==> config.mk <==
export PLATFORM = sky130hd
export DESIGN_NAME = modular_exp_async
export DESIGN_NICKNAME = d
export VERILOG_FILES = /design/src/rtl/modular_exp_async.sv
export SDC_FILE = /design/constraint.sdc
export NUM_CORES = 2
export LEC_CHECK = 0
export ABC_CLOCK_PERIOD_IN_PS = 86400
export BUFFER_PORTS_ARGS = -buffer_cell sky130_fd_sc_hd__clkbuf_2
export CORE_UTILIZATION = 50
export CTS_CLUSTER_SIZE = 10
export DETAILED_ROUTE_END_ITERATION = 10
export PLACE_DENSITY = 0.65
export SLEW_MARGIN = 20
export SYNTH_ARGS = -nofsm -noshare
export SYNTH_HDL_FRONTEND = slang
export SYNTH_SLANG_ARGS = --single-unit
==> constraint.sdc <==
create_clock -name clk -period 86.4 [get_ports clk]
set_input_delay 4.32 -clock clk [delete_from_list [all_inputs] [get_ports clk]]
set_output_delay 4.32 -clock clk [all_outputs]
set_load 0.02 [all_outputs]
==> src/rtl/modular_exp_async.sv <==
// Modular exponentiation engine: result = base^exp_in mod prime.
// Right-to-left square-and-multiply around a bit-serial modular multiplier.
module modular_exp_async (
  input  logic         clk,
  input  logic         rst,
  input  logic         start,
  input  logic [99:0]  base,
  input  logic [100:0] exp_in,
  input  logic [99:0]  prime,
  output logic [99:0]  result,
  output logic         dirty0,
  output logic         dirty1,
  output logic         div_ready_out
);

  localparam int unsigned OpW  = 100;
  localparam int unsigned ExpW = 101;
  localparam int unsigned AccW = 102;
  localparam int unsigned CntW = 7;
  localparam logic [CntW-1:0] LastIter = CntW'(OpW - 1);

  typedef enum logic [2:0] {S_IDLE, S_REDUCE, S_LOOP, S_MUL, S_SQR, S_DONE} state_e;
  typedef enum logic [1:0] {D_IDLE, D_LOAD, D_ITER, D_WB} dstate_e;

  // Control datapath
  state_e            state_q, state_d;
  logic [OpW-1:0]    base_q, base_d;
  logic [OpW-1:0]    p_q, p_d;
  logic [ExpW-1:0]   e_q, e_d;
  logic [OpW-1:0]    b_q, b_d;
  logic [OpW-1:0]    r_q, r_d;
  logic [OpW-1:0]    result_q, result_d;
  logic              dirty0_q, dirty0_d;
  logic              dirty1_q, dirty1_d;
  logic              go_c;

  // Multiplier datapath
  dstate_e           dstate_q, dstate_d;
  logic [OpW-1:0]    acc_q, acc_d;
  logic [OpW-1:0]    a_q, a_d;
  logic [OpW-1:0]    sh_q, sh_d;
  logic [CntW-1:0]   cnt_q, cnt_d;
  logic              red_q, red_d;
  logic              ready_q, ready_d;
  logic              div_done_c;
  logic [OpW-1:0]    op_a_c, op_m_c;
  logic              op_red_c;
  logic [AccW-1:0]   p_ext_c, t1_c, t1r_c, t2_c;
  logic [OpW-1:0]    step_c;

  assign result        = result_q;
  assign dirty0        = dirty0_q;
  assign dirty1        = dirty1_q;
  assign div_ready_out = ready_q;
  assign div_done_c    = (dstate_q == D_WB);

  // Exponentiation sequencer: next state, operand latch, r/b/e updates.
  always_comb begin
    state_d  = state_q;
    base_d   = base_q;
    p_d      = p_q;
    e_d      = e_q;
    b_d      = b_q;
    r_d      = r_q;
    result_d = result_q;
    dirty0_d = dirty0_q;
    dirty1_d = dirty1_q;
    go_c     = 1'b0;
    case (state_q)
      S_IDLE: begin
        if (start) begin
          base_d   = base;
          e_d      = exp_in;
          p_d      = prime;
          r_d      = OpW'(1);
          dirty0_d = 1'b1;
          dirty1_d = 1'b0;
          if (prime <= OpW'(1)) begin
            r_d     = '0;
            state_d = S_DONE;
          end else begin
            go_c    = 1'b1;
            state_d = S_REDUCE;
          end
        end
      end
      S_REDUCE: begin
        if (div_done_c) begin
          b_d     = acc_q;
          state_d = S_LOOP;
        end
      end
      S_LOOP: begin
        if (e_q == '0) begin
          state_d = S_DONE;
        end else begin
          go_c    = 1'b1;
          state_d = e_q[0] ? S_MUL : S_SQR;
        end
      end
      S_MUL: begin
        if (div_done_c) begin
          r_d = acc_q;
          // Last exponent bit: the square would be discarded, so skip it entirely.
          if (e_q[ExpW-1:1] == '0) begin
            e_d     = e_q >> 1;
            state_d = S_LOOP;
          end else begin
            go_c    = 1'b1;
            state_d = S_SQR;
          end
        end
      end
      S_SQR: begin
        if (div_done_c) begin
          b_d     = acc_q;
          e_d     = e_q >> 1;
          state_d = S_LOOP;
        end
      end
      S_DONE: begin
        result_d = r_q;
        dirty0_d = 1'b0;
        dirty1_d = 1'b1;
        state_d  = S_IDLE;
      end
      default: state_d = S_IDLE;
    endcase
  end

  // Multiplier operand selection, sampled during the multiplier load cycle.
  always_comb begin
    op_a_c   = b_q;
    op_m_c   = b_q;
    op_red_c = 1'b0;
    case (state_q)
      S_REDUCE: begin
        op_a_c   = base_q;
        op_m_c   = '0;
        op_red_c = 1'b1;
      end
      S_MUL: begin
        op_a_c = r_q;
        op_m_c = b_q;
      end
      default: ;
    endcase
  end

  // One MSB-first step: multiply mode adds a on set bits; reduce mode is
  // bit-serial long division of the raw base (same remainder as subtracting p*2^k).
  always_comb begin
    p_ext_c = AccW'(p_q);
    t1_c    = {1'b0, acc_q, 1'b0} + AccW'(red_q & sh_q[OpW-1]);
    t1r_c   = (t1_c >= p_ext_c) ? (t1_c - p_ext_c) : t1_c;
    t2_c    = t1r_c + ((!red_q && sh_q[OpW-1]) ? AccW'(a_q) : '0);
    step_c  = (t2_c >= p_ext_c) ? OpW'(t2_c - p_ext_c) : OpW'(t2_c);
  end

  // Multiplier sequencer: load, 100 iterations, writeback.
  always_comb begin
    dstate_d = dstate_q;
    acc_d    = acc_q;
    a_d      = a_q;
    sh_d     = sh_q;
    cnt_d    = cnt_q;
    red_d    = red_q;
    case (dstate_q)
      D_IDLE: if (go_c) dstate_d = D_LOAD;
      D_LOAD: begin
        acc_d    = '0;
        a_d      = op_a_c;
        sh_d     = op_red_c ? op_a_c : op_m_c;
        red_d    = op_red_c;
        cnt_d    = '0;
        dstate_d = D_ITER;
      end
      D_ITER: begin
        acc_d = step_c;
        sh_d  = {sh_q[OpW-2:0], 1'b0};
        cnt_d = cnt_q + CntW'(1);
        if (cnt_q == LastIter) dstate_d = D_WB;
      end
      D_WB: dstate_d = go_c ? D_LOAD : D_IDLE;
      default: dstate_d = D_IDLE;
    endcase
    ready_d = (dstate_d == D_IDLE);
  end

  // State and datapath registers.
  always_ff @(posedge clk or posedge rst) begin
    if (rst) begin
      state_q  <= S_IDLE;
      base_q   <= '0;
      p_q      <= '0;
      e_q      <= '0;
      b_q      <= '0;
      r_q      <= '0;
      result_q <= '0;
      dirty0_q <= 1'b0;
      dirty1_q <= 1'b0;
      dstate_q <= D_IDLE;
      acc_q    <= '0;
      a_q      <= '0;
      sh_q     <= '0;
      cnt_q    <= '0;
      red_q    <= 1'b0;
      ready_q  <= 1'b1;
    end else begin
      state_q  <= state_d;
      base_q   <= base_d;
      p_q      <= p_d;
      e_q      <= e_d;
      b_q      <= b_d;
      r_q      <= r_d;
      result_q <= result_d;
      dirty0_q <= dirty0_d;
      dirty1_q <= dirty1_d;
      dstate_q <= dstate_d;
      acc_q    <= acc_d;
      a_q      <= a_d;
      sh_q     <= sh_d;
      cnt_q    <= cnt_d;
      red_q    <= red_d;
      ready_q  <= ready_d;
    end
  end

endmodule

==> results.md <==
* Status: completed
* Final Cell Area at 66700 um2
* CP Launch Type: flop
* Syn nets at 7225
* Synth-to-layout area growth at 10.7%
* DR vias/cell at 6.11
* Worst skew pair latency at 750 ps
* CP bufs+invs at 4
* Crit path top cell by count: a21oi_1
* Hold slack final at 484 ps
* HPWL Detailed at 162 mm
* Combinational share of power at 12.3%
* GRT overflow at 0
* DR vias at 51806
* Most common flop cell mapped by yosys: dfrtp_1
* Clock Sink Count at 917
* Root Buffer: clkbuf_16
* # Post-CTS Setup Buffers at 0
* Int Power at 0.000734 W
* Max stage delay cell, worst path: buf_4
* Clock buffer depth at 3
* Die area at 122000 um2
* Post-CTS sizing at 0
* Nets at 7427
* Synthesized cell area at 60300 um2
* Setup TNS at 0 ps
* Vias in the first global route at 49747
* Wire per inst at 24.9 um
* Core ar. at 120000 um2
* Remaining antenna violation count at 0
* Cells after Synth at 6612
* Tcrit/Tclk final at 16.4%
* Sequential area share after synthesis at 38.1%
* Unrepaired setup endpoints after global routing: false
* H-tree depth at 3
* First-pass GRT wire length at 318 mm
* Die Y at 349 um
* Reg power frac at 45.3%
* Antenna violations before repair at 5
* Final Setup Violations at 0
* Cts bufs inserted at 109
* Synth area leaders: dfrtp_1 (38%), mux2_2 (9.0%), mux2i_1 (6.4%)
* RD Place Congestion at 0.983
* Yosys cell types at 108
* Initial core utilization at 50.4%
* CTS tree: done
* Syn. warnings at 0
* Lkg Pwr at 32.3 nW
* DRT Wirelength at 211 mm
* Final Critical Period at 14170 ps
* Critical path type: flop to flop
* Hold Crit Class: flop to flop
* Clk pwr share at 42.4%
* Peak supply drop at 0.0000179 V
* CP max stage delay at 870 ps
* Post-DP Area at 63500 um2
* CP arrival at 14790 ps
* Share of layout cells above drive strength 1 at 17.0%
* Worst relative slew slack at 23.4%
* Clock transition at path regs at 60 ps
* Worst endpoint required time at 87030 ps
* # placed instances at 8314
* Port bufs at 406
* Post-synth top area share at 38.0%
* Synth Register Bits at 917
* Worst-margin pin slew at 1140 ps
* Die Wd at 349 um
* # IOs at 407
* Hold Violations, Final at 0
* Starting DRT DRC Count at 4328
* Post-synthesis async set-or-reset flop share at 100%
* Clock Skews at 19.0 ps
* MaxCap Viol Count at 0
* CP Max Fanout at 55
* Endpoint type of the worst setup path: flop
* Top cell family by delay on the critical path: compound AO/OA/AOI/OAI gates
* Cell Pwr Density at 15.2 nW/um2
* Switching fraction of total power at 27.6%
* DRC at 0
* Power Total at 0.00101 W
* Synth area leader: dfrtp_1
* Tot GR Track Use at 34.1%
* Fmax at 70.6 MHz
* EDFF count, synth at 0
* Mean Syn Cell Area at 9.12 um2
* Max Slew Vio Count at 0
* Largest net degree at the start of global routing at 159
* Row count at 127
* Psw at 0.000280 W
* Hold Buf Count CTS at 0
* Post-route insts no fill at 8478
* Initial DRT Pass Iterations at 6
==> per-layer routing <==
metal / vias to the layer above / global-route usage (%) / wire length (um)
li1: 24104 / - / -
met1: 25699 / 50.2 / 99100
met2: 1698 / 51.3 / 91300
met3: 299 / 5.95 / 14600
met4: 6 / 9.03 / 5820
met5: - / 0 / 34
==> final cells by class <==
class / count / area [um2]
Antenna cell: 1 / 2.50
Clock buffer: 143 / 2970
Clock inverter: 19 / 233
Fill cell: 10973 / 52900
Inverter: 222 / 841
Multi-Input combinational cell: 5090 / 35100
Sequential cell: 917 / 23000
Tap cell: 1612 / 2020
Timing Repair Buffer: 474 / 2610
==> worst paths after layout <==
check                               from         to  slack, ps  depth (start not counted)
worst max-delay path               red_q   acc_q[1]      72230                         43
worst min-delay path            cnt_q[6]   cnt_q[6]        480                          1
worst max register to register     red_q   acc_q[1]      72230                         43
worst min register to register  cnt_q[6]   cnt_q[6]        480                          1
max in group asynchronous            rst    a_q[51]      79290                          6
min in group asynchronous            rst  base_q[0]       3760                          2
==> power groups by stage <==
stage / combinational, W / sequential, W / clock, W
4_1_cts: 0.000123 / 0.000459 / 0.000438
3_3_place_gp: 0.000122 / 0.000466 / 0
5_1_grt: 0.000137 / 0.000461 / 0.000453
3_5_place_dp: 0.000122 / 0.000466 / 0
2_1_floorplan: 0.0000815 / 0.000463 / 0
6_report: 0.000125 / 0.000459 / 0.000430
==> cell usage in the layout (no fill, tap or decap), types with 17 or more instances in the layout <==
| cell type | count |
|---|---|
| a21o_1 | 129 |
| a21oi_1 | 459 |
| a221oi_1 | 17 |
| a31oi_1 | 31 |
| and2_1 | 122 |
| and3_1 | 28 |
| buf_4 | 62 |
| clkbuf_1 | 26 |
| clkbuf_16 | 112 |
| clkbuf_2 | 406 |
| dfrtp_1 | 915 |
| ha_1 | 303 |
| inv_1 | 220 |
| mux2_2 | 483 |
| mux2i_1 | 386 |
| nand2_1 | 944 |
| nand2b_1 | 22 |
| nand3_1 | 71 |
| nand4_1 | 106 |
| nor2_1 | 275 |
| nor2b_1 | 35 |
| nor3_1 | 61 |
| nor4_1 | 64 |
| o21a_1 | 42 |
| o21ai_0 | 748 |
| o21bai_1 | 61 |
| o22ai_1 | 21 |
| o2bb2ai_1 | 68 |
| o31ai_1 | 21 |
| xnor2_1 | 176 |
| xor2_1 | 107 |
==> state kept, by name, indices dropped and copies added, names as in the netlist <==
register / flops
a_q: 100
acc_q: 100
b_q: 100
base_q: 100
cnt_q: 7
dirty0: 1
dirty1: 1
div_ready_out: 1
dstate_q: 2
e_q: 101
p_q: 100
r_q: 100
red_q: 1
result: 100
sh_q: 100
state_q: 3
==> Yosys cell counts, drive strengths merged, types with 129 or more instances <==
cell	instances
a21o	129
dfrtp	916
o21ai	763
a21oi	467
xnor2	177
inv	222
mux2	483
ha	306
clkbuf	304
mux2i	386
nor2	278
nand2	947
==> stage by stage <==
stage	worst slack, ps	utilization (%)
2_1_floorplan	56300	-
3_3_place_gp	72870	53.1
3_5_place_dp	72610	53.1
4_1_cts	72560	55.7
5_1_grt	71600	55.8
6_report	72230	55.8
==> logic make-up (layout without fill, tap and decap cells) <==
| kind of cell | count (synthesis) | after routing | synth area share, % |
|---|---|---|---|
| AOI/OAI and AO/OA | 1810 | 1810 | 18.1 |
| xor gates and xnor gates | 284 | 284 | 4.14 |
| adders and majority gates | 309 | 309 | 6.45 |
| buffers and inverters | 605 | 858 | 3.98 |
| DFF | 917 | 917 | 38.1 |
| muxes | 869 | 869 | 15.4 |
| other | 0 | 1 | 0 |
| and+or+nand+nor | 1818 | 1818 | 13.8 |
(Power assumes the default switching activity.)
